===== config.mk =====
export PLATFORM = sky130hd
export DESIGN_NAME = operand_dispatch
export DESIGN_NICKNAME = d
export VERILOG_FILES = /design/src/rtl/cpu_pkg.sv /design/src/rtl/dispatch_slot.sv /design/src/rtl/operand_dispatch.sv
export SDC_FILE = /design/constraint.sdc
export NUM_CORES = 1
export LEC_CHECK = 0
export BUFFER_PORTS_ARGS = -buffer_cell sky130_fd_sc_hd__buf_2
export CAP_MARGIN = 25
export CORE_MARGIN = 2
export CORE_UTILIZATION = 43
export DETAILED_ROUTE_END_ITERATION = 12
export GPL_TIMING_DRIVEN = 0
export PLACE_DENSITY = 0.71
export SYNTH_ARGS = -nofsm -noshare
export SYNTH_HDL_FRONTEND = slang
export SYNTH_SLANG_ARGS = --single-unit

===== constraint.sdc =====
create_clock -name clk -period 3.5 [get_ports clk]
set_input_delay 0 -clock clk [delete_from_list [all_inputs] [get_ports clk]]
set_output_delay 0 -clock clk [all_outputs]
set_load 0.005 [all_outputs]

===== src/rtl/cpu_pkg.sv =====
// Shared definitions for the operand dispatch path between register-file read and execute.
package cpu_pkg;

    localparam int DATA_W_DEF  = 16;
    localparam int N_UNITS_DEF = 4;

    typedef enum logic [1:0] {UNIT_ADD, UNIT_SUB, UNIT_MUL, UNIT_DIV} unit_e;

    typedef struct packed {
        logic [DATA_W_DEF-1:0] rs1;
        logic [DATA_W_DEF-1:0] rs2;
    } operand_pair_t;

endpackage


===== src/rtl/dispatch_slot.sv =====
// One-entry valid/ready holding register for a single functional unit.
module dispatch_slot
    import cpu_pkg::*;
#(
    parameter int DATA_W     = DATA_W_DEF,
    parameter int CLEAR_IDLE = 0
) (
    input  logic              clk,
    input  logic              rst,
    input  logic              fill_i,
    input  logic              drain_i,
    input  logic [DATA_W-1:0] rs1_i,
    input  logic [DATA_W-1:0] rs2_i,
    output logic              valid_o,
    output logic [DATA_W-1:0] rs1_o,
    output logic [DATA_W-1:0] rs2_o
);

    logic              v_q, v_d;
    logic [DATA_W-1:0] rs1_q, rs1_d;
    logic [DATA_W-1:0] rs2_q, rs2_d;

    // A fill wins over a same-edge drain so a streaming unit sustains one pair per cycle.
    always_comb begin
        v_d   = v_q;
        rs1_d = rs1_q;
        rs2_d = rs2_q;
        if (fill_i) begin
            v_d   = 1'b1;
            rs1_d = rs1_i;
            rs2_d = rs2_i;
        end else if (v_q && drain_i) begin
            v_d = 1'b0;
            if (CLEAR_IDLE != 0) begin
                rs1_d = '0;
                rs2_d = '0;
            end
        end
    end

    always_ff @(posedge clk) begin
        if (rst) begin
            v_q   <= 1'b0;
            rs1_q <= '0;
            rs2_q <= '0;
        end else begin
            v_q   <= v_d;
            rs1_q <= rs1_d;
            rs2_q <= rs2_d;
        end
    end

    assign valid_o = v_q;
    assign rs1_o   = rs1_q;
    assign rs2_o   = rs2_q;

endmodule


===== src/rtl/operand_dispatch.sv =====
// Routes an operand pair into the holding slot of the selected functional unit,
// with independent valid/ready back-pressure per unit.
module operand_dispatch
    import cpu_pkg::*;
#(
    parameter int DATA_W     = DATA_W_DEF,
    parameter int N_UNITS    = N_UNITS_DEF,
    parameter int SEL_W      = 2,
    parameter int CLEAR_IDLE = 0
) (
    input  logic                      clk,
    input  logic                      rst,
    input  logic                      in_valid,
    output logic                      in_ready,
    input  logic [SEL_W-1:0]          in_sel,
    input  logic [DATA_W-1:0]         in_rs1,
    input  logic [DATA_W-1:0]         in_rs2,
    output logic [N_UNITS-1:0]        unit_valid,
    input  logic [N_UNITS-1:0]        unit_ready,
    output logic [N_UNITS*DATA_W-1:0] unit_rs1,
    output logic [N_UNITS*DATA_W-1:0] unit_rs2,
    output logic                      bad_sel,
    output logic [15:0]               disp_cnt
);

    logic               in_range;
    logic               sel_ready;
    logic               accept;
    logic [N_UNITS-1:0] fill;
    logic               bad_sel_q, bad_sel_d;
    logic [15:0]        disp_cnt_q, disp_cnt_d;

    // Out-of-range selects match no unit, so they are always accepted and later dropped.
    always_comb begin
        in_range  = 1'b0;
        sel_ready = 1'b1;
        for (int i = 0; i < N_UNITS; i++) begin
            if (in_sel == SEL_W'(i)) begin
                in_range  = 1'b1;
                sel_ready = !unit_valid[i] || unit_ready[i];
            end
        end
    end

    assign in_ready = sel_ready;
    assign accept   = in_valid && sel_ready;

    always_comb begin
        for (int i = 0; i < N_UNITS; i++) begin
            fill[i] = accept && (in_sel == SEL_W'(i));
        end
    end

    always_comb begin
        bad_sel_d  = accept && !in_range;
        disp_cnt_d = disp_cnt_q;
        if (accept && in_range) begin
            disp_cnt_d = disp_cnt_q + 16'd1;
        end
    end

    always_ff @(posedge clk) begin
        if (rst) begin
            bad_sel_q  <= 1'b0;
            disp_cnt_q <= '0;
        end else begin
            bad_sel_q  <= bad_sel_d;
            disp_cnt_q <= disp_cnt_d;
        end
    end

    assign bad_sel  = bad_sel_q;
    assign disp_cnt = disp_cnt_q;

    for (genvar i = 0; i < N_UNITS; i++) begin : g_slot
        dispatch_slot #(
            .DATA_W     (DATA_W),
            .CLEAR_IDLE (CLEAR_IDLE)
        ) u_slot (
            .clk     (clk),
            .rst     (rst),
            .fill_i  (fill[i]),
            .drain_i (unit_ready[i]),
            .rs1_i   (in_rs1),
            .rs2_i   (in_rs2),
            .valid_o (unit_valid[i]),
            .rs1_o   (unit_rs1[i*DATA_W +: DATA_W]),
            .rs2_o   (unit_rs2[i*DATA_W +: DATA_W])
        );
    end

endmodule


### Yosys cells after proc, flatten, opt, wreduce, memory -nomap -nowiden

Index checks and enable logic that the tools add are counted.

| storage, ports and cells | value |
|---|---|
| input bits | 41 |
| logic and storage cells | 59 |
| bits in registers | 149 |
| output and inout port bits | 150 |

| cells by class | value |
|---|---|
| reduce and logical (&&, ||, !) cells | 25 |
| equality and inequality tests | 3 |
| multiplexer cells | 16 |
| add/subtract/negate cells | 1 |

Operator list:

| operator | number |
|---|---|
| 16-bit by 1-bit adder with 16-bit output (second input constant) | 1 |
| 1-bit two-way mux | 16 |
| 1-bit logical AND | 11 |
| 2-bit nonzero test | 4 |
| 1-bit logical NOT | 5 |
| 2-bit equality test (second input constant) | 2 |
| 1-bit logical OR | 4 |
| 2-bit by 1-bit equality test with 1-bit output (second input constant) | 1 |
| 2-bit logical NOT | 1 |

### Depth between registers and ports, before layout

| logic depth | value |
|---|---|
| depth after elaboration | 9 |
| mapped depth | 8 |
| depth with buffers taken out | 6 |

### Cells and area by module

From an unflattened synthesis, not the netlist that was laid out.

| second synthesis, totals | value |
|---|---|
| cell total of the unflattened synthesis | 541 |
| area total of the unflattened synthesis | 5745.5 um2 |

By module, submodules not included:

| module | times used | sequential area each (um2) | cells an instance | area each (um2) |
|---|---|---|---|---|
| dispatch_slot | 4 | 660.6 | 108 | 1204.9 |
| operand_dispatch | 1 | 340.3 | 109 | 925.9 |

### Worst setup path after synthesis

OpenSTA, ideal clock, no wires.

| path | value |
|---|---|
| path kind | register to register |
| start point | reg disp_cnt_q[0] (netlist: disp_cnt[0]) |
| end point | reg disp_cnt_q[8] (netlist: disp_cnt[8]) |
| slack | 1.886 ns |
| path buffers | 0 |
| setup time | 0.070 ns |
| arrival time | 1.544 ns |
| required time | 3.430 ns |
| cell stages (with the launch flop) | 6 |
| period minus slack after synthesis | 1.614 ns |
| cells stage by stage | dfxtp_1 -> ha_1 -> nand3_1 -> or4_1 -> or3_1 -> a21oi_1 |

| on the way | value |
|---|---|
| longest elaborated chain between the ends | 1 |

Ends and longest elaborated chain:

| item | line | RTL |
|---|---|---|
| start: declaration | operand_dispatch.sv:31 | `logic [15:0] disp_cnt_q, disp_cnt_d;` |
| start signal: assignment | operand_dispatch.sv:68 | `disp_cnt_q <= disp_cnt_d;` |
| 16-bit by 1-bit adder with 16-bit output | operand_dispatch.sv:58 | `disp_cnt_d = disp_cnt_q + 16'd1;` |

No other way between the ends.
A chain may end at the register's enable or synchronous reset.

### Worst setup path in the final report

| path | value |
|---|---|
| start point | reg g_slot[2].u_slot.v_q |
| end point | out in_ready |

| on the way | value |
|---|---|
| longest elaborated chain between the ends | 4 |

Ends and longest elaborated chain:

| item | line | RTL |
|---|---|---|
| start: declaration | dispatch_slot.sv:19 | `logic v_q, v_d;` |
| start signal: assignment | dispatch_slot.sv:47 | `v_q <= v_d;` |
| 1-bit logical NOT | operand_dispatch.sv:40 | `sel_ready = !unit_valid[i] \|\| unit_ready[i];` |
| 1-bit logical OR | operand_dispatch.sv:40 |  |
| 1-bit two-way mux (2 in a row) | operand_dispatch.sv:38 | `if (in_sel == SEL_W'(i)) begin` |
| end: declaration | operand_dispatch.sv:14 | `output logic in_ready,` |

No other way between the ends.

==> summary.txt <==
Timing
  • Final period util: 0.638
  • Rel. slew slack: 0.539
  • Maximum clock rate: 448 MHz
  • RSZ-0062 raised after global routing: no
  • Final hold vios: 0
  • Aggregate negative setup slack: 0 ns
  • Tightest hold margin: 0.128 ns
  • Clock Skews: 0.0111 ns
  • Minimum clock period: 2.23 ns
  • Worst slew pin tran: 0.686 ns
  • Final setup violation count: 0
  • Max-slew violations: 0

Floorplanning
  • Initial Util: 0.444
  • Die H: 116 microns
  • IO Count: 191
  • Die Area: 13500 sq um
  • CORE AREA: 12200 sq um
  • Die width: 116 microns
  • Row cnt: 40

Power
  • Sequential share of power: 0.458
  • Power share of the combinational group: 0.082
  • Leak pwr: 3.21 nW
  • Clk pwr share: 0.461
  • Net Switching: 0.000906 W
  • Internal power: 0.00298 W
  • Worst vdd ir: 0.423 mV
  • Switching Share: 0.233
  • Power density cells: 516 nW/um^2

Place
  • RePlAce Congestion: 0.839
  • Placed insts: 1043
  • Port buffer count: 190
  • Post-DP HPWL: 11.8 mm

Synthesis
  • Post-synthesis sequential area ratio: 0.552
  • Syn Inst Count: 685
  • Fraction of registers with async set/reset: 0
  • Syn nets: 727
  • Prevailing post-synth register cell: dfxtp_1
  • Syn Area/Cell: 7.89 sq um
  • Distinct cell type count after synthesis: 30
  • Top post-synthesis cells by area: dfxtp_1, nand2_1, a21oi_1
  • Yosys top cell by area: dfxtp_1
  • Netlist Area Pre-Place: 5400 sq um
  • Seq cells post-synth: 149
  • Post-synth EDFFs: 0
  • Ys Warns: 0
  • Share of the synthesized area in the top cell type: 0.552

Global route
  • Initial antenna violation count: 0
  • Met1 Track Usage GR: 0.328
  • Total track usage: 0.255
  • GRT Max-Usage Layer: met2
  • GRT overflow: 0
  • Met2 Track Usage GR: 0.410
  • Global-route wire length before repair: 26.5 mm
  • Largest net degree at the start of global routing: 17
  • Met3 Usage GRT: 0.0778
  • Vias in the first global route: 5213

Drt
  • Drt drc: 0
  • Vias: 5563
  • Initial DRT Pass Iterations: 5
  • DRT antenna net count: 0
  • Routed wire length: 17.1 mm
  • DR WL/cell: 15.3 microns
  • Routed vias/inst: 5.00
  • Drt initial violations: 345

Critical path
  • WP data required: 3.50 ns
  • Crit Path Class: register to primary output
  • Worst path slowest cell: clkbuf_1
  • Critical path endpoint category: primary output
  • FF-to-FF setup slack: 1.50 ns
  • Worst reg-to-reg path cell count: 7
  • Startpoint Class: register
  • FF-to-FF Start: g_slot[2].u_slot.valid_o
  • CP Max Fanout: 10
  • R2r endpoint: disp_cnt[1]
  • Slowest stage delay, CP: 0.40 ns
  • Critical-path cell list: nor2b_1 > o21ai_0 > a2bb2oi_1 > clkbuf_1 > inv_1 > buf_2
  • CP arrival: 2.23 ns
  • CP startpoint: g_slot[2].u_slot.valid_o

Clock network
  • Post-CTS Setup Bufs: 0
  • Clock latency on the worst-skew pair: 0.42 ns
  • Total CTS buffers: 17
  • Deepest clock path buffer count: 2
  • Sink Count: 149
  • CTS tree: built
  • CTS clk-pin slew, worst paths: 0.06 ns
  • Clk Tree Root Cell: clkbuf_16
  • CTS H-Tree Depth: 4

Cells and area
  • Multi-input logic area: 2180 sq um
  • Commonest non-fill, non-tap cell in the layout: nand2_1
  • Filler cell count: 1131
  • Commonest non-fill, non-tap cells in the layout: nand2_1, buf_2, dfxtp_1, a21oi_1, clkbuf_1
  • Final Util: 0.619
  • Number of diodes: 0
  • FF/Latch Area: 2980 sq um
  • Post-Layout Cell Count: 1113
  • Layout cells sized above 1: 0.250
  • # nets final: 974
  • Area delta synth->final: 39.2%

Min path
  • Min-delay worst type: primary input to register
  • Hold endpoint: g_slot[2].u_slot.rs1_o[15]
  • Hold path startpoint: in_sel[1]
  • Hold Path Stages: 5

Job
  • Total of max-cap violations: 0

Run status
  • Status: finished, final reports clean
-- registers in the layout (all words and copies together), names as in the netlist --
name,flops
g_slot.u_slot.valid_o,4
disp_cnt,16
g_slot.u_slot.rs2_o,64
bad_sel,1
g_slot.u_slot.rs1_o,64
-- power groups by stage --
stage	Clock, W	Sequential (W)	Combinational [W]
after floorplan	0	0.00182	0.000128
after global placement	0	0.00181	0.000279
after detailed placement	0	0.00181	0.000282
after CTS	0.00181	0.00178	0.000316
after global routing	0.00188	0.00178	0.000353
final	0.00179	0.00178	0.000317
-- metrics by stage --
stage / power, W / worst slack (ns) / area [sq um]
2_1_floorplan: 0.00194 / 1.89 / 5400
3_3_place_gp: 0.00209 / 1.58 / 6560
3_5_place_dp: 0.00209 / 1.52 / 6560
4_1_cts: 0.00390 / 1.26 / 7520
5_1_grt: 0.00402 / 1.10 / 7520
6_report: 0.00388 / 1.27 / 7520
-- worst max-delay path by stage --
stage,end,slack (ns)
3_3_place_gp,disp_cnt[1],1.58
6_report,in_ready,1.27
2_1_floorplan,disp_cnt[8],1.89
5_1_grt,in_ready,1.10
4_1_cts,in_ready,1.26
3_5_place_dp,disp_cnt[1],1.52
-- cell usage after synthesis (all sizes together), types with 2 or more instances --
master  count
a21oi     146
and3        2
buf        11
clkbuf     41
dfxtp     149
inv         5
nand2     262
nand2b      4
nand3       6
nand4       6
nor2        7
nor2b       2
nor3        2
o21ai       7
o31ai       9
or3         6
or4        11
-- logic make-up after synthesis --
family / Yosys count / synth area share
AND/OR/NAND/NOR: 311 / 0.239
AO/OA/AOI/OAI: 165 / 0.159
flip-flops: 149 / 0.552
buffers and inverters: 57 / 0.0452
multiplexers: 1 / 0.00208
adder cells (fa/ha/maj): 1 / 0.00232
other: 1 / 0.000694
-- area by class of cell --
type                            instances  area share
Tap cell                              168      0.0279
Sequential cell                       149       0.397
Buffer                                 52      0.0299
Clock inverter                         10      0.0138
Clock buffer                           22      0.0630
Multi-Input combinational cell        479       0.289
Inverter                                5     0.00250
Timing Repair Buffer                  228       0.177
-- layer usage --
metal  wire length, microns  part of all wire
met3                   1340             0.079
met2                   7820              0.46
met1                   7650              0.45
met4                    256             0.015
met5                      0                 0
-- repair_timing --
action	4_1_cts	5_1_grt
hold buffers	38	0
endpoints found under the hold margin	134	0
gates resized for setup	0	0
-- worst max-delay path: cells and delay by family, from the launching register on --
kind | cells | cell delay [ns]
simple gates | 1 | 0.34
flops | 1 | 0.34
buf+inv | 3 | 0.66
compound gates | 2 | 0.48
No activity file was read; power rests on OpenSTA's default activity.
